<file path="src/rtl/i2s_pkg.sv">
// i2s_pkg: definitions shared by the I2S transmitter slice.
//   BCLK_DIV_DEF : default clk cycles per bclk half-period
//   SAMPLE_W_DEF : default bits per channel word
//   i2s_state_t  : transmitter frame state (IDLE / LEFT / RIGHT)
package i2s_pkg;

    localparam int unsigned BCLK_DIV_DEF = 32;
    localparam int unsigned SAMPLE_W_DEF = 24;

    typedef enum logic [1:0] {
        ST_IDLE  = 2'd0,
        ST_LEFT  = 2'd1,
        ST_RIGHT = 2'd2
    } i2s_state_t;

endpackage

</file>
<file path="src/rtl/i2s_tx_if.sv">
// i2s_tx_if: stereo sample stream into the I2S transmitter.
//   in_valid  : pair offered (master -> slave)
//   in_ready  : holding register empty (slave -> master)
//   in_left   : left channel word, two's complement
//   in_right  : right channel word, two's complement
// A pair transfers on a clk edge where in_valid and in_ready are both high.
interface i2s_tx_if import i2s_pkg::*; #(
    parameter int unsigned SAMPLE_W = SAMPLE_W_DEF
) ();

    logic                in_valid;
    logic                in_ready;
    logic [SAMPLE_W-1:0] in_left;
    logic [SAMPLE_W-1:0] in_right;

    modport master (
        output in_valid,
        output in_left,
        output in_right,
        input  in_ready
    );

    modport slave (
        input  in_valid,
        input  in_left,
        input  in_right,
        output in_ready
    );

endinterface

</file>
<file path="src/rtl/i2s_bclk_gen.sv">
// i2s_bclk_gen: bit clock divider for the I2S transmitter.
//   clk      : system clock
//   rst      : synchronous active-high reset
//   run      : transmitter active; when low, divider and ac_bclk are held at 0
//   ac_bclk  : bit clock, toggles every BCLK_DIV clk cycles while running
//   fall_stb : high in the clk cycle whose closing edge takes ac_bclk 1->0
module i2s_bclk_gen import i2s_pkg::*; #(
    parameter int unsigned BCLK_DIV = BCLK_DIV_DEF
) (
    input  logic clk,
    input  logic rst,
    input  logic run,
    output logic ac_bclk,
    output logic fall_stb
);

    localparam int unsigned CW = (BCLK_DIV > 1) ? $clog2(BCLK_DIV) : 1;

    logic [CW-1:0] div_cnt;
    logic          wrap;

    assign wrap = (div_cnt == CW'(BCLK_DIV - 1));

    always_ff @(posedge clk) begin
        if (rst || !run) begin
            div_cnt <= '0;
            ac_bclk <= 1'b0;
        end else if (wrap) begin
            div_cnt <= '0;
            ac_bclk <= ~ac_bclk;
        end else begin
            div_cnt <= div_cnt + CW'(1);
        end
    end

    // Strobe leads the falling edge by one cycle so the consumer's registers
    // change on the same clk edge as ac_bclk.
    assign fall_stb = run && ac_bclk && wrap;

endmodule

</file>
<file path="src/rtl/i2s_tx.sv">
// i2s_tx: I2S (left-justified, no delay) stereo DAC transmitter.
//   clk          : system clock, the only clock
//   rst          : synchronous active-high reset
//   enable       : start/continue streaming frames; a frame in progress completes
//   in_if        : i2s_tx_if slave (in_valid / in_ready / in_left / in_right)
//   ac_bclk      : bit clock to codec (low while idle)
//   ac_lrclk     : word select, low = left, high = right (high while idle)
//   ac_dac_sdata : serial data, MSB first, changes on ac_bclk falling edges
//   underrun     : one-clk pulse when a frame starts with no pair held
//   underrun_cnt : saturating count of underrun pulses
//                  (only when I2S_TX_UNDERRUN_CNT_EN is defined)
module i2s_tx import i2s_pkg::*; #(
    parameter int unsigned BCLK_DIV = BCLK_DIV_DEF,
    parameter int unsigned SAMPLE_W = SAMPLE_W_DEF
) (
    input  logic        clk,
    input  logic        rst,
    input  logic        enable,
    i2s_tx_if.slave     in_if,
    output logic        ac_bclk,
    output logic        ac_lrclk,
    output logic        ac_dac_sdata,
    output logic        underrun
`ifdef I2S_TX_UNDERRUN_CNT_EN
    ,
    output logic [15:0] underrun_cnt
`endif
);

    localparam int unsigned BW = $clog2(SAMPLE_W);
    localparam int unsigned PW = 2 * SAMPLE_W;

    i2s_state_t    state;
    logic [BW-1:0] bit_cnt;
    logic [PW-1:0] shreg;       // {left, right}, shifted out MSB first
    logic [PW-1:0] hold_pair;
    logic          hold_full;
    logic [PW-1:0] next_pair;
    logic          fall_stb;
    logic          run;
    logic          accept;
    logic          last_bit;
    logic          frame_start;

    assign run          = (state != ST_IDLE);
    assign in_if.in_ready = !hold_full && !rst;
    assign accept       = in_if.in_valid && in_if.in_ready;
    assign last_bit     = (bit_cnt == BW'(SAMPLE_W - 1));
    assign frame_start  = enable && ((state == ST_IDLE) ||
                          (state == ST_RIGHT && fall_stb && last_bit));
    assign next_pair    = hold_full ? hold_pair : '0;

    i2s_bclk_gen #(.BCLK_DIV(BCLK_DIV)) u_bclk (
        .clk      (clk),
        .rst      (rst),
        .run      (run),
        .ac_bclk  (ac_bclk),
        .fall_stb (fall_stb)
    );

    always_ff @(posedge clk) begin
        if (rst) begin
            state        <= ST_IDLE;
            bit_cnt      <= '0;
            shreg        <= '0;
            hold_pair    <= '0;
            hold_full    <= 1'b0;
            ac_lrclk     <= 1'b1;
            ac_dac_sdata <= 1'b0;
            underrun     <= 1'b0;
        end else begin
            underrun <= 1'b0;

            if (accept) begin
                hold_pair <= {in_if.in_left, in_if.in_right};
            end

            // Accept can only coincide with a frame start when the holding
            // register was already empty, so it simply refills it.
            if (accept) begin
                hold_full <= 1'b1;
            end else if (frame_start) begin
                hold_full <= 1'b0;
            end

            if (frame_start) begin
                state        <= ST_LEFT;
                bit_cnt      <= '0;
                ac_lrclk     <= 1'b0;
                ac_dac_sdata <= next_pair[PW-1];
                shreg        <= {next_pair[PW-2:0], 1'b0};
                underrun     <= !hold_full;
            end else if (fall_stb) begin
                ac_dac_sdata <= shreg[PW-1];
                shreg        <= {shreg[PW-2:0], 1'b0};
                if (last_bit) begin
                    bit_cnt  <= '0;
                    ac_lrclk <= 1'b1;
                    if (state == ST_LEFT) begin
                        state <= ST_RIGHT;
                    end else begin
                        state        <= ST_IDLE;
                        ac_dac_sdata <= 1'b0;
                    end
                end else begin
                    bit_cnt <= bit_cnt + BW'(1);
                end
            end
        end
    end

`ifdef I2S_TX_UNDERRUN_CNT_EN
    always_ff @(posedge clk) begin
        if (rst) begin
            underrun_cnt <= '0;
        end else if (underrun && (underrun_cnt != '1)) begin
            underrun_cnt <= underrun_cnt + 16'd1;
        end
    end
`endif

endmodule
</file>
<file path="src/flat_wrapper.sv">
// flat-port wrapper written by rule: the top's interface ports become plain ports
module i2s_tx_flat import i2s_pkg::*;
#(
    parameter int unsigned BCLK_DIV = BCLK_DIV_DEF,
    parameter int unsigned SAMPLE_W = SAMPLE_W_DEF
)
  (clk, rst, enable, ac_bclk, ac_lrclk, ac_dac_sdata, underrun, in_if_in_valid, in_if_in_left, in_if_in_right, in_if_in_ready);
  i2s_tx_if #(.SAMPLE_W(SAMPLE_W)) in_if_i ();
  input  logic clk;
  input  logic rst;
  input  logic enable;
  output logic ac_bclk;
  output logic ac_lrclk;
  output logic ac_dac_sdata;
  output logic underrun;
  input wire logic [$bits(in_if_i.in_valid)-1:0] in_if_in_valid;
  input wire logic [$bits(in_if_i.in_left)-1:0] in_if_in_left;
  input wire logic [$bits(in_if_i.in_right)-1:0] in_if_in_right;
  output wire logic [$bits(in_if_i.in_ready)-1:0] in_if_in_ready;
  assign in_if_i.in_valid = in_if_in_valid;
  assign in_if_i.in_left = in_if_in_left;
  assign in_if_i.in_right = in_if_in_right;
  assign in_if_in_ready = in_if_i.in_ready;
  i2s_tx #(.BCLK_DIV(BCLK_DIV), .SAMPLE_W(SAMPLE_W)) u_core (.clk(clk), .rst(rst), .enable(enable), .in_if(in_if_i), .ac_bclk(ac_bclk), .ac_lrclk(ac_lrclk), .ac_dac_sdata(ac_dac_sdata), .underrun(underrun));
endmodule
</file>
<file path="config.mk">
export PLATFORM = sky130hd
export DESIGN_NAME = i2s_tx_flat
export DESIGN_NICKNAME = d
export VERILOG_FILES = /design/src/rtl/i2s_pkg.sv /design/src/rtl/i2s_tx_if.sv /design/src/rtl/i2s_bclk_gen.sv /design/src/rtl/i2s_tx.sv /design/src/flat_wrapper.sv
export SDC_FILE = /design/constraint.sdc
export NUM_CORES = 1
export LEC_CHECK = 0
export CAP_MARGIN = 40
export CORE_ASPECT_RATIO = 0.6
export CORE_UTILIZATION = 45
export CTS_CLUSTER_SIZE = 20
export DETAILED_ROUTE_END_ITERATION = 7
export PLACE_DENSITY_LB_ADDON = 0.3
export RECOVER_POWER = 100
export SLEW_MARGIN = 20
export SYNTH_ARGS = -nofsm -noshare
export SYNTH_HDL_FRONTEND = slang
export SYNTH_SLANG_ARGS = --single-unit
</file>
<file path="constraint.sdc">
create_clock -name clk -period 4.95 [get_ports clk]
set_input_delay 1.485 -clock clk [delete_from_list [all_inputs] [get_ports clk]]
set_output_delay 1.485 -clock clk [all_outputs]
set_load 0.1 [all_outputs]
</file>
==> run_results.csv <==
group,metric,value,unit
status,status,"finished, violations left",
status,violations,"capacitance limit, slew limit",
layout,fillers,974,
sta,relSlewSlack,-13.5,%
layout,areaGrowthSynthToFinish,18.7,%
floorplanning,initial_utilization,46.5,%
floorplanning,core,10600,sq um
drt,final_antenna_net_count,0,
power_and_ir_drop,powerDensity,323,nW/um^2
power_and_ir_drop,peakVddDrop,0.000193,V
global_route,grt.met2_usage,28.8,%
cts,clock_latency,350,ps
global_route,grt_pass1_vias,3773,
sta,rsz0062_at_grt,"no",
hold_path,hp-start,"u_core.u_bclk.div_cnt[0]$_SDFF_PP0_",
global_route,grt_max_degree,64,
drt,drc,0,
global_route,grt_util_all_layers,19.8,%
place,hpwl,6.74,mm
layout,drive_above_1_share,12.6,%
synthesis,synth_top_area_share,45.4,%
layout,fin_nets,639,
sta,tightestPinTransition,1700,ps
setup_path,arrival,2580,ps
run,max_cap_violations,1,
floorplanning,boundaryPins,57,
synthesis,synth-seq-cells,112,
floorplanning,dieArea,11400,sq um
sta,totalNegativeSetupSlack,0,ps
global_route,antenna_found_initial,0,
floorplanning,row_count,29,
sta,fmax,246,MHz
drt,wire_per_inst,14.5,microns
cts,post_cts_resized,0,
synthesis,syn_inst,557,
power_and_ir_drop,pwr-share-seq,50.9,%
power_and_ir_drop,power.internal,1.45,mW
synthesis,ys_seq_area_share,45.4,%
sta,setup_viol,0,
setup_path,critical_path_required,3460,ps
sta,finClkSkew,7.43,ps
sta,drv_slew,47,
drt,drt-total-wl,10.6,mm
setup_path,r2r_start,"u_core.state[0]$_SDFFE_PP0P_",
synthesis,yosys.area.top_type,"dfxtp_1",
synthesis,synth_area_per_cell,8.87,sq um
power_and_ir_drop,switching_power,0.438,mW
synthesis,ys_top_cells_by_area,"dfxtp_1 (45%), mux2_2 (9.6%), o21ai_0 (7.7%), nand2b_1 (6.2%), nand4_1 (6.2%)",
power_and_ir_drop,p_clk_share,40.0,%
synthesis,synth_cell_types,36,
sta,hold_viol,0,
cts,cts_root_buffer,"clkbuf_16",
setup_path,crit_path_start_kind,"input port",
setup_path,worst_setup_path_end_kind,"output pin",
global_route,grt_util_met3,5.25,%
setup_path,cp-startpoint,"rst",
global_route,grt_busiest_layer,"met2",
cts,cts.reportedPaths.clkPinSlew,70,ps
floorplanning,die_h,83.2,microns
power_and_ir_drop,sw_frac_of_total,23.1,%
cts,cts_hold_buf,0,
layout,final_common_cell,"dfxtp_1",
global_route,grt_use_met1,28.7,%
global_route,grt_overflow,0,
cts,clockBufferDepth,2,
power_and_ir_drop,total_power,1.89,mW
layout,antenna-diode-count,0,
cts,tritoncts,"done",
place,place_congestion,0.729,
global_route,grt_pass1_wl,18.1,mm
sta,fin_crit,4060,ps
synthesis,yosys_warnings,0,
power_and_ir_drop,pwr-share-comb,9.1,%
drt,drt_iter0_drc,263,
place,port_buffers,56,
drt,dr_total_vias,3894,
hold_path,hp-class,"flop to flop",
cts,cts_setup_buffers,0,
drt,via_per_inst,5.36,
layout,layout_common_cells,"dfxtp_1 (112), o21ai_0 (82), clkdlybuf4s50_1 (52), nand2_1 (51)",
layout,multi_input_area,2430,sq um
drt,firstDrtPassIters,4,
setup_path,crit_type,"input port to output pin",
synthesis,syn_area,4940,sq um
cts,clock_sinks,112,
sta,period_share,82.1,%
setup_path,cp_max_fo,2,
layout,seq_area,2240,sq um
synthesis,synth_fp_nets,612,
cts,cts_buffers,9,
power_and_ir_drop,p_leak,2.11,nW
cts,htree_levels,3,
floorplanning,fp.dieW,137,microns
[routing by layer]
metal | wire length (microns) | vias up
li1 | - | 2019
met1 | 5570 | 1804
met2 | 4520 | 65
met3 | 411 | 6
met4 | 55 | 0
met5 | 0 | -
[synth_stat cells]
cell and n:
a211oi_1 2, a21oi_1 49, a31oi_1 2, and2_1 3, and3_1 1, buf_2 10, buf_4 4, buf_6 7
clkbuf_1 32, clkbuf_2 2, dfxtp_1 112, ha_1 3, mux2_1 4, mux2_2 42, mux2i_1 3, nand2_1 51
nand2b_1 49, nand3_1 2, nand3b_1 1, nand4_1 49, nand4b_2 1, nor2_1 9, nor2_2 1, nor2b_1 3
nor3_1 7, o211a_1 1, o211ai_1 3, o211ai_4 1, o21a_2 1, o21ai_0 76, o21ai_1 19, o21ai_2 1
o21bai_1 1, or3_1 1, xnor2_1 2, xor2_1 2
[per-stage QoR]
step                      setup WS (ps)  instances  hold slack [ps]  util [%]  instance area (sq um)
after floorplan                     710        557              418         -                   4940
after global placement             1470        703              426      51.2                   5440
after detailed placement           1450        711              440      52.6                   5590
after CTS                          1450        726              475      55.5                   5900
after global routing                834        727              501      55.2                   5860
final                               887        727              469      55.2                   5860
[area by class of cell]
cell class / instances / area share (%)
repair buffers: 71 / 12.1
clock buffers: 9 / 3.84
clock inverters: 6 / 1.45
multi-input cells: 390 / 41.4
flip-flops and latches: 112 / 38.2
well taps: 139 / 2.97
[power by group through the flow]
stage               sequential, mW  combinational, mW  clock, mW
global placement             0.981              0.160          0
detailed placement           0.982              0.177          0
floorplan                    0.982             0.0936          0
global route                 0.966              0.190      0.809
finish                       0.962              0.172      0.758
CTS                          0.962              0.178      0.773
[kinds of logic (layout without fill, tap and decap cells)]
family | Yosys count | count (layout) | synth area share, %
simple gates | 178 | 178 | 19.5
mux | 49 | 49 | 11.1
xor+xnor | 4 | 4 | 0.709
compound gates | 156 | 156 | 16.7
buf+inv | 55 | 86 | 5.85
flops | 112 | 112 | 45.4
fa+ha+maj | 3 | 3 | 0.760
[state kept, by name, indices dropped and copies added (netlist names)]
register               flops
u_core.state               2
u_core.bit_cnt             5
u_core.u_bclk.div_cnt      5
u_core.ac_lrclk            1
u_core.u_bclk.ac_bclk      1
u_core.shreg              47
u_core.underrun            1
u_core.hold_pair          48
u_core.ac_dac_sdata        1
u_core.hold_full           1
[worst paths after layout]
kind                                                            end  slack, ps  cells past startpoint
worst max register to register        u_core.shreg[36]$_SDFFE_PP0P_       2220                      5
worst min-delay path            u_core.u_bclk.div_cnt[0]$_SDFF_PP0_        470                      1
worst min register to register  u_core.u_bclk.div_cnt[0]$_SDFF_PP0_        470                      1
worst max-delay path                                 in_if_in_ready        890                      3
[critical path: stages]
cell	delay, ps
buf_2	100
nor2_1	110
clkbuf_1	870
No activity file was read; power rests on OpenSTA's default activity.
